## src/rtl/boc_acq_pkg.sv

```systemverilog
// Shared definitions for the B1 BOC acquisition engine: FSM encodings,
// sizing helper, saturating magnitude and the BOC chip sign convention.
package boc_acq_pkg;

  localparam int unsigned STATE_W = 3;

  localparam logic [STATE_W-1:0] S_IDLE  = 3'd0;
  localparam logic [STATE_W-1:0] S_LOAD  = 3'd1;
  localparam logic [STATE_W-1:0] S_DWELL = 3'd2;
  localparam logic [STATE_W-1:0] S_EVAL  = 3'd3;
  localparam logic [STATE_W-1:0] S_NEXT  = 3'd4;
  localparam logic [STATE_W-1:0] S_DONE  = 3'd5;

  // Local chip value that maps to +1; the other value maps to -1.
  localparam logic BOC_POS = 1'b1;

  function automatic int unsigned clog2(input int unsigned v);
    int unsigned r;
    int unsigned x;
    r = 0;
    if (v > 1) begin
      x = v - 1;
      while (x > 0) begin
        r = r + 1;
        x = x >> 1;
      end
    end
    return r;
  endfunction

  // |i|+|q| evaluated one bit wider than w, then clamped to 2^w-1.
  function automatic logic [63:0] sat_mag(input logic signed [63:0] i_v,
                                          input logic signed [63:0] q_v,
                                          input int unsigned        w);
    logic [64:0] a_i;
    logic [64:0] a_q;
    logic [64:0] sum;
    logic [64:0] lim;
    a_i = {1'b0, (i_v[63] ? 64'(-i_v) : 64'(i_v))};
    a_q = {1'b0, (q_v[63] ? 64'(-q_v) : 64'(q_v))};
    sum = a_i + a_q;
    lim = (65'(1) << w) - 65'(1);
    return (sum > lim) ? lim[63:0] : sum[63:0];
  endfunction

endpackage

```

## src/rtl/boc_corr_lane.sv

```systemverilog
// One I/Q multiply-accumulate correlator lane: the BOC chip flips the IF
// sample sign, which is then mixed with the carrier replica and accumulated.
module boc_corr_lane
  import boc_acq_pkg::*;
#(
  parameter int unsigned SRC_WIDTH  = 8,
  parameter int unsigned CAR_WIDTH  = 4,
  parameter int unsigned CORR_WIDTH = 32
) (
  input  logic                         clk_i,
  input  logic                         rst_i,
  input  logic                         clr_i,
  input  logic                         en_i,
  input  logic signed [SRC_WIDTH-1:0]  src_i,
  input  logic signed [CAR_WIDTH-1:0]  cos_i,
  input  logic signed [CAR_WIDTH-1:0]  sin_i,
  input  logic                         boc_i,
  output logic signed [CORR_WIDTH-1:0] i_acc_o,
  output logic signed [CORR_WIDTH-1:0] q_acc_o
);

  localparam int unsigned S_W    = SRC_WIDTH + 1;
  localparam int unsigned PROD_W = S_W + CAR_WIDTH;

  logic signed [S_W-1:0]        s_c;
  logic signed [PROD_W-1:0]     pi_c;
  logic signed [PROD_W-1:0]     pq_c;
  logic signed [CORR_WIDTH-1:0] i_q, i_d;
  logic signed [CORR_WIDTH-1:0] q_q, q_d;

  always_comb begin
    s_c  = (boc_i == BOC_POS) ? S_W'(src_i) : -S_W'(src_i);
    pi_c = s_c * cos_i;
    pq_c = s_c * sin_i;
    i_d  = i_q;
    q_d  = q_q;
    if (clr_i) begin
      i_d = '0;
      q_d = '0;
    end else if (en_i) begin
      i_d = i_q + CORR_WIDTH'(pi_c);
      q_d = q_q + CORR_WIDTH'(pq_c);
    end
  end

  always_ff @(posedge clk_i) begin
    if (rst_i) begin
      i_q <= '0;
      q_q <= '0;
    end else begin
      i_q <= i_d;
      q_q <= q_d;
    end
  end

  assign i_acc_o = i_q;
  assign q_acc_o = q_q;

endmodule

```

## src/rtl/boc_acq_search.sv

```systemverilog
// Code-phase x Doppler grid search for the B1 BOC data channel: steers the
// carrier NCO and PRN generators, correlates NUM_CORR phases per dwell and
// keeps the strongest peak.
module boc_acq_search
  import boc_acq_pkg::*;
#(
  parameter int unsigned NUM_CORR      = 4,
  parameter int unsigned SRC_WIDTH     = 8,
  parameter int unsigned CAR_WIDTH     = 4,
  parameter int unsigned CORR_WIDTH    = 32,
  parameter int unsigned PRN_PHS_WIDTH = 12,
  parameter int unsigned CODE_PHS_MAX  = 4092,
  parameter int unsigned DWELL_LEN     = 4092,
  parameter int unsigned DOP_BINS      = 16,
  parameter int unsigned FCW_WIDTH     = 32,
  localparam int unsigned BIN_W        = (DOP_BINS > 1) ? clog2(DOP_BINS) : 1
) (
  input  logic                        rx_clk,
  input  logic                        rx_rst,
  input  logic                        rx_start,
  input  logic signed [SRC_WIDTH-1:0] rx_src,
  input  logic                        rx_src_vld,
  input  logic signed [CAR_WIDTH-1:0] rx_car_cos,
  input  logic signed [CAR_WIDTH-1:0] rx_car_sin,
  input  logic [NUM_CORR-1:0]         rx_loc_boc,
  input  logic [FCW_WIDTH-1:0]        rx_fcw_base,
  input  logic [FCW_WIDTH-1:0]        rx_fcw_step,
  input  logic [CORR_WIDTH-1:0]       rx_thresh,
  output logic [FCW_WIDTH-1:0]        tx_car_fcw,
  output logic                        tx_prn_load,
  output logic [PRN_PHS_WIDTH-1:0]    tx_prn_phs,
  output logic                        tx_busy,
  output logic                        tx_done,
  output logic                        tx_hit,
  output logic [CORR_WIDTH-1:0]       tx_corr_peak,
  output logic [PRN_PHS_WIDTH-1:0]    tx_acq_prn_phs,
  output logic [BIN_W-1:0]            tx_acq_dop_bin
);

  localparam int unsigned CNT_W  = clog2(DWELL_LEN + 1);
  localparam int unsigned LANE_W = (NUM_CORR > 1) ? clog2(NUM_CORR) : 1;

  logic [STATE_W-1:0]       state_q, state_d;
  logic [PRN_PHS_WIDTH-1:0] phs_q, phs_d;
  logic [BIN_W-1:0]         bin_q, bin_d;
  logic [CNT_W-1:0]         cnt_q, cnt_d;
  logic [LANE_W-1:0]        lane_q, lane_d;
  logic [FCW_WIDTH-1:0]     fcw_q, fcw_d;
  logic [FCW_WIDTH-1:0]     step_q, step_d;
  logic [CORR_WIDTH-1:0]    thresh_q, thresh_d;
  logic [CORR_WIDTH-1:0]    peak_q, peak_d;
  logic [PRN_PHS_WIDTH-1:0] acq_phs_q, acq_phs_d;
  logic [BIN_W-1:0]         acq_bin_q, acq_bin_d;
  logic                     hit_q, hit_d;
  logic                     load_q, load_d;
  logic                     busy_q, busy_d;
  logic                     done_q, done_d;

  logic                         lane_clr_c;
  logic                         lane_en_c;
  logic signed [CORR_WIDTH-1:0] acc_i_c [NUM_CORR];
  logic signed [CORR_WIDTH-1:0] acc_q_c [NUM_CORR];
  logic [CORR_WIDTH-1:0]        mag_c;

  for (genvar g = 0; g < NUM_CORR; g++) begin : g_lane
    boc_corr_lane #(
      .SRC_WIDTH  (SRC_WIDTH),
      .CAR_WIDTH  (CAR_WIDTH),
      .CORR_WIDTH (CORR_WIDTH)
    ) u_lane (
      .clk_i   (rx_clk),
      .rst_i   (rx_rst),
      .clr_i   (lane_clr_c),
      .en_i    (lane_en_c),
      .src_i   (rx_src),
      .cos_i   (rx_car_cos),
      .sin_i   (rx_car_sin),
      .boc_i   (rx_loc_boc[g]),
      .i_acc_o (acc_i_c[g]),
      .q_acc_o (acc_q_c[g])
    );
  end

  // Lanes are scanned one per EVAL cycle so a single magnitude unit suffices.
  always_comb begin
    mag_c = CORR_WIDTH'(sat_mag(64'(acc_i_c[lane_q]), 64'(acc_q_c[lane_q]), CORR_WIDTH));
  end

  always_comb begin
    state_d    = state_q;
    phs_d      = phs_q;
    bin_d      = bin_q;
    cnt_d      = cnt_q;
    lane_d     = lane_q;
    fcw_d      = fcw_q;
    step_d     = step_q;
    thresh_d   = thresh_q;
    peak_d     = peak_q;
    acq_phs_d  = acq_phs_q;
    acq_bin_d  = acq_bin_q;
    hit_d      = hit_q;
    lane_clr_c = 1'b0;
    lane_en_c  = 1'b0;

    case (state_q)
      S_IDLE: begin
        if (rx_start) begin
          state_d   = S_LOAD;
          fcw_d     = rx_fcw_base;
          step_d    = rx_fcw_step;
          thresh_d  = rx_thresh;
          phs_d     = '0;
          bin_d     = '0;
          peak_d    = '0;
          acq_phs_d = '0;
          acq_bin_d = '0;
          hit_d     = 1'b0;
        end
      end
      S_LOAD: begin
        lane_clr_c = 1'b1;
        cnt_d      = '0;
        lane_d     = '0;
        state_d    = S_DWELL;
      end
      S_DWELL: begin
        if (rx_src_vld) begin
          lane_en_c = 1'b1;
          if (cnt_q == CNT_W'(DWELL_LEN - 1)) begin
            state_d = S_EVAL;
          end else begin
            cnt_d = cnt_q + CNT_W'(1);
          end
        end
      end
      S_EVAL: begin
        // Strict compare keeps the earliest (bin, phase, lane) on ties.
        if (mag_c > peak_q) begin
          peak_d    = mag_c;
          acq_phs_d = phs_q + PRN_PHS_WIDTH'(lane_q);
          acq_bin_d = bin_q;
        end
        if (lane_q == LANE_W'(NUM_CORR - 1)) begin
          state_d = S_NEXT;
        end else begin
          lane_d = lane_q + LANE_W'(1);
        end
      end
      S_NEXT: begin
        if (32'(phs_q) + NUM_CORR >= CODE_PHS_MAX) begin
          phs_d = '0;
          if (32'(bin_q) + 1 >= DOP_BINS) begin
            state_d = S_DONE;
          end else begin
            bin_d   = bin_q + BIN_W'(1);
            fcw_d   = fcw_q + step_q;
            state_d = S_LOAD;
          end
        end else begin
          phs_d   = phs_q + PRN_PHS_WIDTH'(NUM_CORR);
          state_d = S_LOAD;
        end
      end
      S_DONE: begin
        state_d = S_IDLE;
      end
      default: begin
        state_d = S_IDLE;
      end
    endcase

    if (state_d == S_DONE) begin
      hit_d = (peak_q >= thresh_q);
    end
    load_d = (state_d == S_LOAD);
    busy_d = (state_d != S_IDLE);
    done_d = (state_d == S_DONE);
  end

  always_ff @(posedge rx_clk) begin
    if (rx_rst) begin
      state_q   <= S_IDLE;
      phs_q     <= '0;
      bin_q     <= '0;
      cnt_q     <= '0;
      lane_q    <= '0;
      fcw_q     <= '0;
      step_q    <= '0;
      thresh_q  <= '0;
      peak_q    <= '0;
      acq_phs_q <= '0;
      acq_bin_q <= '0;
      hit_q     <= 1'b0;
      load_q    <= 1'b0;
      busy_q    <= 1'b0;
      done_q    <= 1'b0;
    end else begin
      state_q   <= state_d;
      phs_q     <= phs_d;
      bin_q     <= bin_d;
      cnt_q     <= cnt_d;
      lane_q    <= lane_d;
      fcw_q     <= fcw_d;
      step_q    <= step_d;
      thresh_q  <= thresh_d;
      peak_q    <= peak_d;
      acq_phs_q <= acq_phs_d;
      acq_bin_q <= acq_bin_d;
      hit_q     <= hit_d;
      load_q    <= load_d;
      busy_q    <= busy_d;
      done_q    <= done_d;
    end
  end

  assign tx_car_fcw     = fcw_q;
  assign tx_prn_load    = load_q;
  assign tx_prn_phs     = phs_q;
  assign tx_busy        = busy_q;
  assign tx_done        = done_q;
  assign tx_hit         = hit_q;
  assign tx_corr_peak   = peak_q;
  assign tx_acq_prn_phs = acq_phs_q;
  assign tx_acq_dop_bin = acq_bin_q;

endmodule
```

## config.mk

```make
export PLATFORM = sky130hd
export DESIGN_NAME = boc_acq_search
export DESIGN_NICKNAME = d
export VERILOG_FILES = /design/src/rtl/boc_acq_pkg.sv /design/src/rtl/boc_corr_lane.sv /design/src/rtl/boc_acq_search.sv
export SDC_FILE = /design/constraint.sdc
export NUM_CORES = 2
export LEC_CHECK = 0
export CORE_MARGIN = 2
export CORE_UTILIZATION = 30
export CTS_BUF_LIST = sky130_fd_sc_hd__clkbuf_16
export CTS_CLUSTER_DIAMETER = 100
export CTS_CLUSTER_SIZE = 20
export DETAILED_ROUTE_END_ITERATION = 10
export GPL_TIMING_DRIVEN = 0
export PLACE_DENSITY = 0.45
export SLEW_MARGIN = 40
export SYNTH_ARGS = -nofsm -noshare
export SYNTH_HDL_FRONTEND = slang
export SYNTH_SLANG_ARGS = --single-unit
```

## constraint.sdc

```tcl
create_clock -name rx_clk -period 10.65 [get_ports rx_clk]
set_input_delay 2.13 -clock rx_clk [delete_from_list [all_inputs] [get_ports rx_clk]]
set_output_delay 2.13 -clock rx_clk [all_outputs]
set_load 0.05 [all_outputs]
```

**Yosys cells after proc, flatten, opt, wreduce, memory -nomap -nowiden**

Index checks and enable logic that the tools add are counted.

- Word-level logic and storage cells: 138
- Output and inout port bits: 96
- Bits of input ports: 120
- Flip-flop bits (word level): 437

- Magnitude comparators: 6
- $mul: 8
- Add/subtract/negate cells: 20
- Eq/ne operators: 15
- Reduce and logical (&&, ||, !) cells: 16
- Muxes and demuxes: 49
- Bitwise logic cells: 1

Operators with widths:

| operator | count |
|---|---|
| two-way mux 32 bit | 10 |
| adder 32 x 13 -> 32 bit | 8 |
| binary-select mux 32 bit (select 2 bit) | 2 |
| two-way mux 64 bit | 2 |
| negation 32 -> 64 bit | 2 |
| case mux 32 bit (2 select lines) | 2 |
| multiplier 9 x 4 -> 13 bit | 8 |
| case mux 12 bit (2 select lines) | 3 |
| adder 64 x 64 -> 65 bit | 1 |
| > comparator 65 x 32 -> 1 bit (second input constant) | 1 |
| two-way mux 12 bit | 5 |
| two-way mux 9 bit | 4 |
| adder 32 bit | 1 |
| greater-or-equal comparator 32 bit | 1 |
| > comparator 32 bit | 1 |
| two-way mux 3 bit | 6 |
| two-way mux 4 bit | 4 |
| case mux 4 bit (2 select lines) | 2 |
| case mux 3 bit (5 select lines) | 1 |
| != test 2 bit (second input constant) | 7 |
| adder 12 x 3 -> 13 bit (second input constant) | 1 |
| greater-or-equal comparator 13 x 12 -> 1 bit (second input constant) | 1 |
| adder 12 x 1 -> 12 bit (second input constant) | 1 |
| adder 12 x 2 -> 12 bit | 1 |
| other kinds (23) | 40 |

**Depth between registers and ports, before layout**

- Word-level depth: 12
- Depth in mapped cells: 43
- Depth with buffers taken out: 37

**Modules after synthesis**

From an unflattened synthesis, not the netlist that was laid out.

- Cell total of the unflattened synthesis: 7181
- Area, all modules: 58882.7 um^2

Modules (own cells, without submodules):

| module | cells an instance | sequential area each (um^2) | area each (um^2) | times used |
|---|---|---|---|---|
| boc_acq_search | 2301 | 3583.4 | 17448.0 | 1 |
| boc_corr_lane at g_lane[0].u_lane | 1237 | 1281.2 | 10418.7 | 1 |
| boc_corr_lane at g_lane[1].u_lane | 1215 | 1281.2 | 10393.7 | 1 |
| boc_corr_lane at g_lane[2].u_lane | 1225 | 1281.2 | 10378.7 | 1 |
| boc_corr_lane at g_lane[3].u_lane | 1203 | 1281.2 | 10243.6 | 1 |

**Least setup slack after synthesis**

No wires, ideal clock.

- Path type: reg2reg
- Start point: register lane_q[0]
- End point: register peak_q[11], in the netlist tx_corr_peak[11]
- Clock period less this slack: 9.640 ns
- Data required time: 10.508 ns
- Setup time: 0.142 ns
- Setup slack: 1.010 ns
- Data arrival time: 9.498 ns
- Path buffers: 11
- Cell stages (with the launch flop): 41
- Cells stage by stage: dfxtp_1 -> clkbuf_1 -> clkbuf_1 -> clkbuf_1 -> buf_1 -> clkbuf_1 -> mux2_2 -> o21ai_0 -> clkbuf_1 -> clkbuf_1 -> a21oi_1 -> xor2_1 -> ha_1 -> clkbuf_1 -> a21oi_1 -> o21bai_1 -> a21oi_1 -> o21ai_0 -> [5 not listed] -> nand4_1 -> or4_4 -> buf_6 -> or3_1 -> ha_1 -> a21o_1 -> a21o_1 -> a21o_1 -> a21oi_1 -> nor2b_1 -> o21ai_0 -> nand2b_1 -> a21oi_1 -> o21ai_0 -> o21ai_1 -> clkbuf_1 -> clkbuf_1 -> a221oi_1

- Longest elaborated chain between the ends: 12
- Elaborated cells on any way between the ends: 19
- Those cells by class: 3 x add/sub; 2 x order compare; 1 x eq/ne; 11 x mux; 1 x bitwise; 1 x reduce/logical

Ends and longest elaborated chain:

| element | RTL line | text |
|---|---|---|
| start: declaration | boc_acq_search.sv:47 | `logic [LANE_W-1:0] lane_q, lane_d;` |
| start signal: assignment | boc_acq_search.sv:202 | `lane_q <= lane_d;` |
| NOT 2 -> 3 bit (implied by the code) (*) | boc_acq_search.sv:86 | `mag_c = CORR_WIDTH'(sat_mag(64'(acc_i_c[lane_q]), 64'(acc_q_c[lane_q]), CORR_WIDTH));` |
| binary-select mux 32 bit (select 2 bit) | boc_acq_search.sv:86 |  |
| two-way mux 32 bit (implied by the code) (2 in a row) | boc_acq_search.sv:86 |  |
| negation 32 -> 64 bit (on tied branches) | boc_acq_pkg.sv:39, boc_acq_pkg.sv:40 |  |
| two-way mux 64 bit (on tied branches) | boc_acq_pkg.sv:39, boc_acq_pkg.sv:40 |  |
| adder 64 x 64 -> 65 bit (*) | boc_acq_pkg.sv:41 | `sum = a_i + a_q;` |
| > comparator 65 x 32 -> 1 bit | boc_acq_pkg.sv:43 | `return (sum > lim) ? lim[63:0] : sum[63:0];` |
| two-way mux 32 bit (*) | boc_acq_pkg.sv:43 |  |
| > comparator 32 bit | boc_acq_search.sv:138 | `if (mag_c > peak_q) begin` |
| != test 2 bit (no source line) | - |  |
| AND reduction 3 bit (no source line) | - |  |
| end signal: assignment | boc_acq_search.sv:206 | `peak_q <= peak_d;` |
| end: declaration | boc_acq_search.sv:51 | `logic [CORR_WIDTH-1:0] peak_q, peak_d;` |

Every way passes the cells marked *; elsewhere a longest branch is shown, timed or not. The select of a mux whose other input is x is not followed.
A chain may end at the register's enable or synchronous reset.

**Worst setup path in the final report**

- Start point: register lane_q[0]
- End point: register acq_phs_q[6], in the netlist tx_acq_prn_phs[6]

- Longest elaborated chain between the ends: 12
- Elaborated cells on any way between the ends: 20
- Those cells by class: 4 x add/sub; 2 x order compare; 1 x eq/ne; 11 x mux; 1 x bitwise; 1 x reduce/logical

Ends and longest elaborated chain:

| element | RTL line | text |
|---|---|---|
| NOT 2 -> 3 bit (implied by the code) | boc_acq_search.sv:86 |  |
| binary-select mux 32 bit (select 2 bit) | boc_acq_search.sv:86 |  |
| two-way mux 32 bit (implied by the code) (2 in a row) | boc_acq_search.sv:86 |  |
| negation 32 -> 64 bit (on tied branches) | boc_acq_pkg.sv:39, boc_acq_pkg.sv:40 |  |
| two-way mux 64 bit (on tied branches) | boc_acq_pkg.sv:39, boc_acq_pkg.sv:40 |  |
| adder 64 x 64 -> 65 bit | boc_acq_pkg.sv:41 |  |
| > comparator 65 x 32 -> 1 bit | boc_acq_pkg.sv:43 |  |
| two-way mux 32 bit | boc_acq_pkg.sv:43 |  |
| > comparator 32 bit | boc_acq_search.sv:138 |  |
| != test 2 bit (no source line) | - |  |
| AND reduction 3 bit (no source line) | - |  |
| end signal: assignment | boc_acq_search.sv:207 | `acq_phs_q <= acq_phs_d;` |
| end: declaration | boc_acq_search.sv:52 | `logic [PRN_PHS_WIDTH-1:0] acq_phs_q, acq_phs_d;` |

Several ways; a longest one is shown, not always the timed one. The select of a mux whose other input is x is not followed.

==> out/results.txt <==
In this run the most used layer during global routing was met2. The number of antenna violations at the first check in global routing is 12, and the async set-or-reset flop fraction in the synthesized netlist is 0%. In this run the cell area measured after placement is 61210 µm². The portion of synthesized cell area occupied by the leading cell type is 19.44%. Measured on the finished design, the core utilization comes to 34.28%. Global routing consumed, on the met1 layer, 30.97% of the routing resources. In this run the power density over the cells is 138.1 nW/µm². The share of total power in sequential cells was 21.0%; the global routing usage on met2 was 35.89%. After global routing the overflow that remains totals 0. The number of nets in the finished design was 8321. The prevailing post-synth register cell was sky130_fd_sc_hd__dfxtp_1. During synthesis, Yosys emitted a total of 0 warnings. The portion of the clock cycle consumed by the worst path in the final layout came out at 95.77%. The tools report the cell area after synthesis as 55390 µm².

The maximum level of the CTS H-tree is 2, and the count of flip-flops with a built-in enable after synthesis is 0. The count of non-filler cells in the finished layout was 9470. After routing, the total negative slack on setup checks comes to 0 ps. The synthesis-to-layout area growth is 13.42%, and the total placed cells including tap cells is 9392. The worst setup path is captured at a flop. At the pin with the least slew margin, the transition time is 863.2 ps. TritonCTS built the clock tree. The top cell types in the final layout, fill and taps aside, are sky130_fd_sc_hd__nand2_1 (899), sky130_fd_sc_hd__inv_1 (848), sky130_fd_sc_hd__ha_1 (687), sky130_fd_sc_hd__a21oi_1 (540), sky130_fd_sc_hd__fa_1 (538).

The first TritonRoute pass finished after 8 iterations. The run finished with clean final reports. The worst supply voltage drop on vdd is 138.3 µV, and the y dimension of the die is 433.7 µm.

After synthesis the netlist holds a flip-flop and latch count of 435. After legalization and detailed placement, the total HPWL measured 170800 µm. The net switching power of the design is 4.125 mW, and the maximum fanout count along the critical path is 10.

The via count is 47960. The biggest area contributor in the post-synthesis netlist is sky130_fd_sc_hd__fa_1. The count of final max-slew check failures is 0. The remaining antenna violation count came out at 0. Among all stages on the critical path, the largest delay is contributed by sky130_fd_sc_hd__dfxtp_2. In the global route stage, met3 resource usage came out at 1.640%. The final count of hold timing violations was 0. Dividing the detail-routed via count by the number of cells gives 5.064. The average wire per standard cell is 21.69 µm. After technology mapping, the gate count stands at 6650.

Post-route minimum period: 10200 ps. The number of clock buffers inserted by TritonCTS was 39. The required arrival time at the worst endpoint was 11130 ps; the placer's final routability congestion estimate was 0.9265.

The total routed wirelength is 205400 µm. Setup violations remaining at the end of the flow were counted as 0. Clock-pin slew was measured on the worst setup and hold paths at 90 ps. By area the synthesized netlist is led by sky130_fd_sc_hd__fa_1 (19%), sky130_fd_sc_hd__dfxtp_1 (16%), sky130_fd_sc_hd__ha_1 (16%).

The number of global-route vias before repair was 48160. The worst max-slew margin expressed relative to the limit came out at 42.26%. Most common library cell in the layout ignoring fill and taps: sky130_fd_sc_hd__nand2_1. In this run the mean area of a mapped cell was 8.330 µm².

The maximum clock frequency is 98.05 MHz, and the maximum single-stage delay on the critical path is 540 ps. Once the floorplan was initialized, standard cells occupied 30.22% of the core. In this run the deepest clock path goes through 3 buffers. The path class of the tightest hold or removal check is flop to flop. The post-route netlist has 4.855% of its cells at a drive strength greater than 1. The tightest hold path in the finished design has a slack of 461.1 ps. The count of different cell masters after synthesis came out at 88. The tools report the fraction of power consumed by combinational cells as 61.2%. Buffer cell driving the clock tree root: sky130_fd_sc_hd__clkbuf_16. Floorplan row count: 157. The number of sinks handled by clock tree synthesis is 435, and the cell area after layout is 62830 µm². The tools report the total of max-cap violations as 0. The die is 433.7 µm wide. The die covers 188100 µm².

The tools report the core box area as 183300 µm². The clock skew was 74.62 ps; the insertion delay to the later sink of the worst-skew pair was 680 ps. During placement, the flow inserted port buffers numbering 202. In this run switching power makes up 47.53% of total power.

The critical path data arrival time was 10680 ps. The largest net degree at the start of global routing is 25, and the top-level I/O count is 216. After detailed routing, the number of remaining DRC violations is 0. In this run the static leakage power is 29.26 nW. In the global route stage, overall resource usage came out at 21.75%. The first-iteration detailed-routing DRC count came out at 3216. The share of total power in the clock network was 17.8%. The proportion of synthesized chip area in sequential cells is 15.72%. The worst setup path is launched from a flop.

Internal power consumption: 4.554 mW. The first-pass GRT wire length is 309600 µm. By startpoint and endpoint, the worst setup path is classified as flop to flop.
sequential cells by signal (all words and copies together) (netlist names), 2 cells and up:
register               count
g_lane.u_lane.q_acc_o    128
cnt_q                     12
step_q                    32
lane_q                     2
g_lane.u_lane.i_acc_o    128
tx_prn_phs                10
tx_acq_dop_bin             4
bin_q                      4
state_q                    3
tx_corr_peak              32
tx_acq_prn_phs            12
tx_car_fcw                32
thresh_q                  32
metal layers:
layer	vias to the layer above	wire, µm
met4	0	4978
met1	23670	97370
li1	23020	-
met2	1073	93890
met5	-	0
met3	194	9193
layout make-up:
class / instances / area (µm²)
Tap cell: 2464 / 3083
Inverter: 863 / 3242
Sequential cell: 435 / 8711
Timing Repair Buffer: 220 / 2322
Fill cell: 19320 / 120400
Clock buffer: 39 / 975.9
Buffer: 260 / 1255
Multi-Input combinational cell: 5157 / 42980
Clock inverter: 29 / 254.0
Antenna cell: 3 / 7.507
cells by family after synthesis:
family | count (synthesis) | synth area share, %
compound gates | 1402 | 15.77
fa+ha+maj | 1225 | 34.96
flops | 435 | 15.72
buf+inv | 1123 | 7.689
xor+xnor | 396 | 6.261
other cells | 1 | 0.006770
mux | 102 | 3.259
simple gates | 1966 | 16.33
per-stage QoR:
step                      power (mW)  worst slack [ps]
after global routing           9.473            -3.743
after CTS                      8.674             28.63
final                          8.679             450.8
after detailed placement       7.057             -3320
after floorplan                5.728              1010
after global placement         7.000             -5223
critical path: cells and delay by family (launching register included):
kind	cells	cell delay [ps]
multiplexers	2	610
buffers and inverters	9	2290
flip-flops	1	540
XOR/XNOR	1	270
AO/OA/AOI/OAI	13	2290
AND/OR/NAND/NOR	14	3370
adder cells (fa/ha/maj)	2	580
synth_stat cells (all sizes together), types with 13 or more instances:
library cell / n
a211o: 16
a211oi: 57
a21boi: 13
a21o: 159
a21oi: 545
a221oi: 37
a311oi: 26
a31oi: 50
and2: 70
and3: 44
buf: 27
clkbuf: 233
dfxtp: 435
fa: 538
ha: 687
inv: 862
mux2i: 33
mux4: 62
nand2: 899
nand2b: 55
nand3: 83
nand4: 53
nor2: 334
nor2b: 116
nor3: 137
nor3b: 17
nor4: 15
o2111ai: 13
o211ai: 18
o21a: 52
o21ai: 258
o21bai: 41
o31ai: 14
or2: 23
or3: 83
xnor2: 243
xor2: 153
worst paths after layout:
| check | from | endpoint | slack (ps) | depth (start not counted) |
|---|---|---|---|---|
| hold reg to reg | thresh_q[23] | thresh_q[23] | 460 | 2 |
| setup / recovery | lane_q[0] | tx_acq_prn_phs[6] | 450 | 41 |
| setup reg to reg | lane_q[0] | tx_acq_prn_phs[6] | 450 | 41 |
| hold / removal | thresh_q[23] | thresh_q[23] | 460 | 2 |
power by group through the flow:
| stage | clock [mW] | combinational, mW | sequential [mW] |
|---|---|---|---|
| floorplan | 0 | 3.87 | 1.85 |
| global placement | 0 | 5.14 | 1.86 |
| detailed placement | 0 | 5.19 | 1.86 |
| CTS | 1.60 | 5.25 | 1.82 |
| global route | 1.64 | 6.00 | 1.83 |
| finish | 1.54 | 5.31 | 1.82 |
timing repair:
item                                    4_1_cts  5_1_grt
cloned                                        0        0
endpoints found under the setup margin       48       48
pin swaps                                     2        6
buffers inserted                              4        3
hold buffers                                  0        0
gates resized for setup                      54       36
No activity file was read; power rests on OpenSTA's default activity.
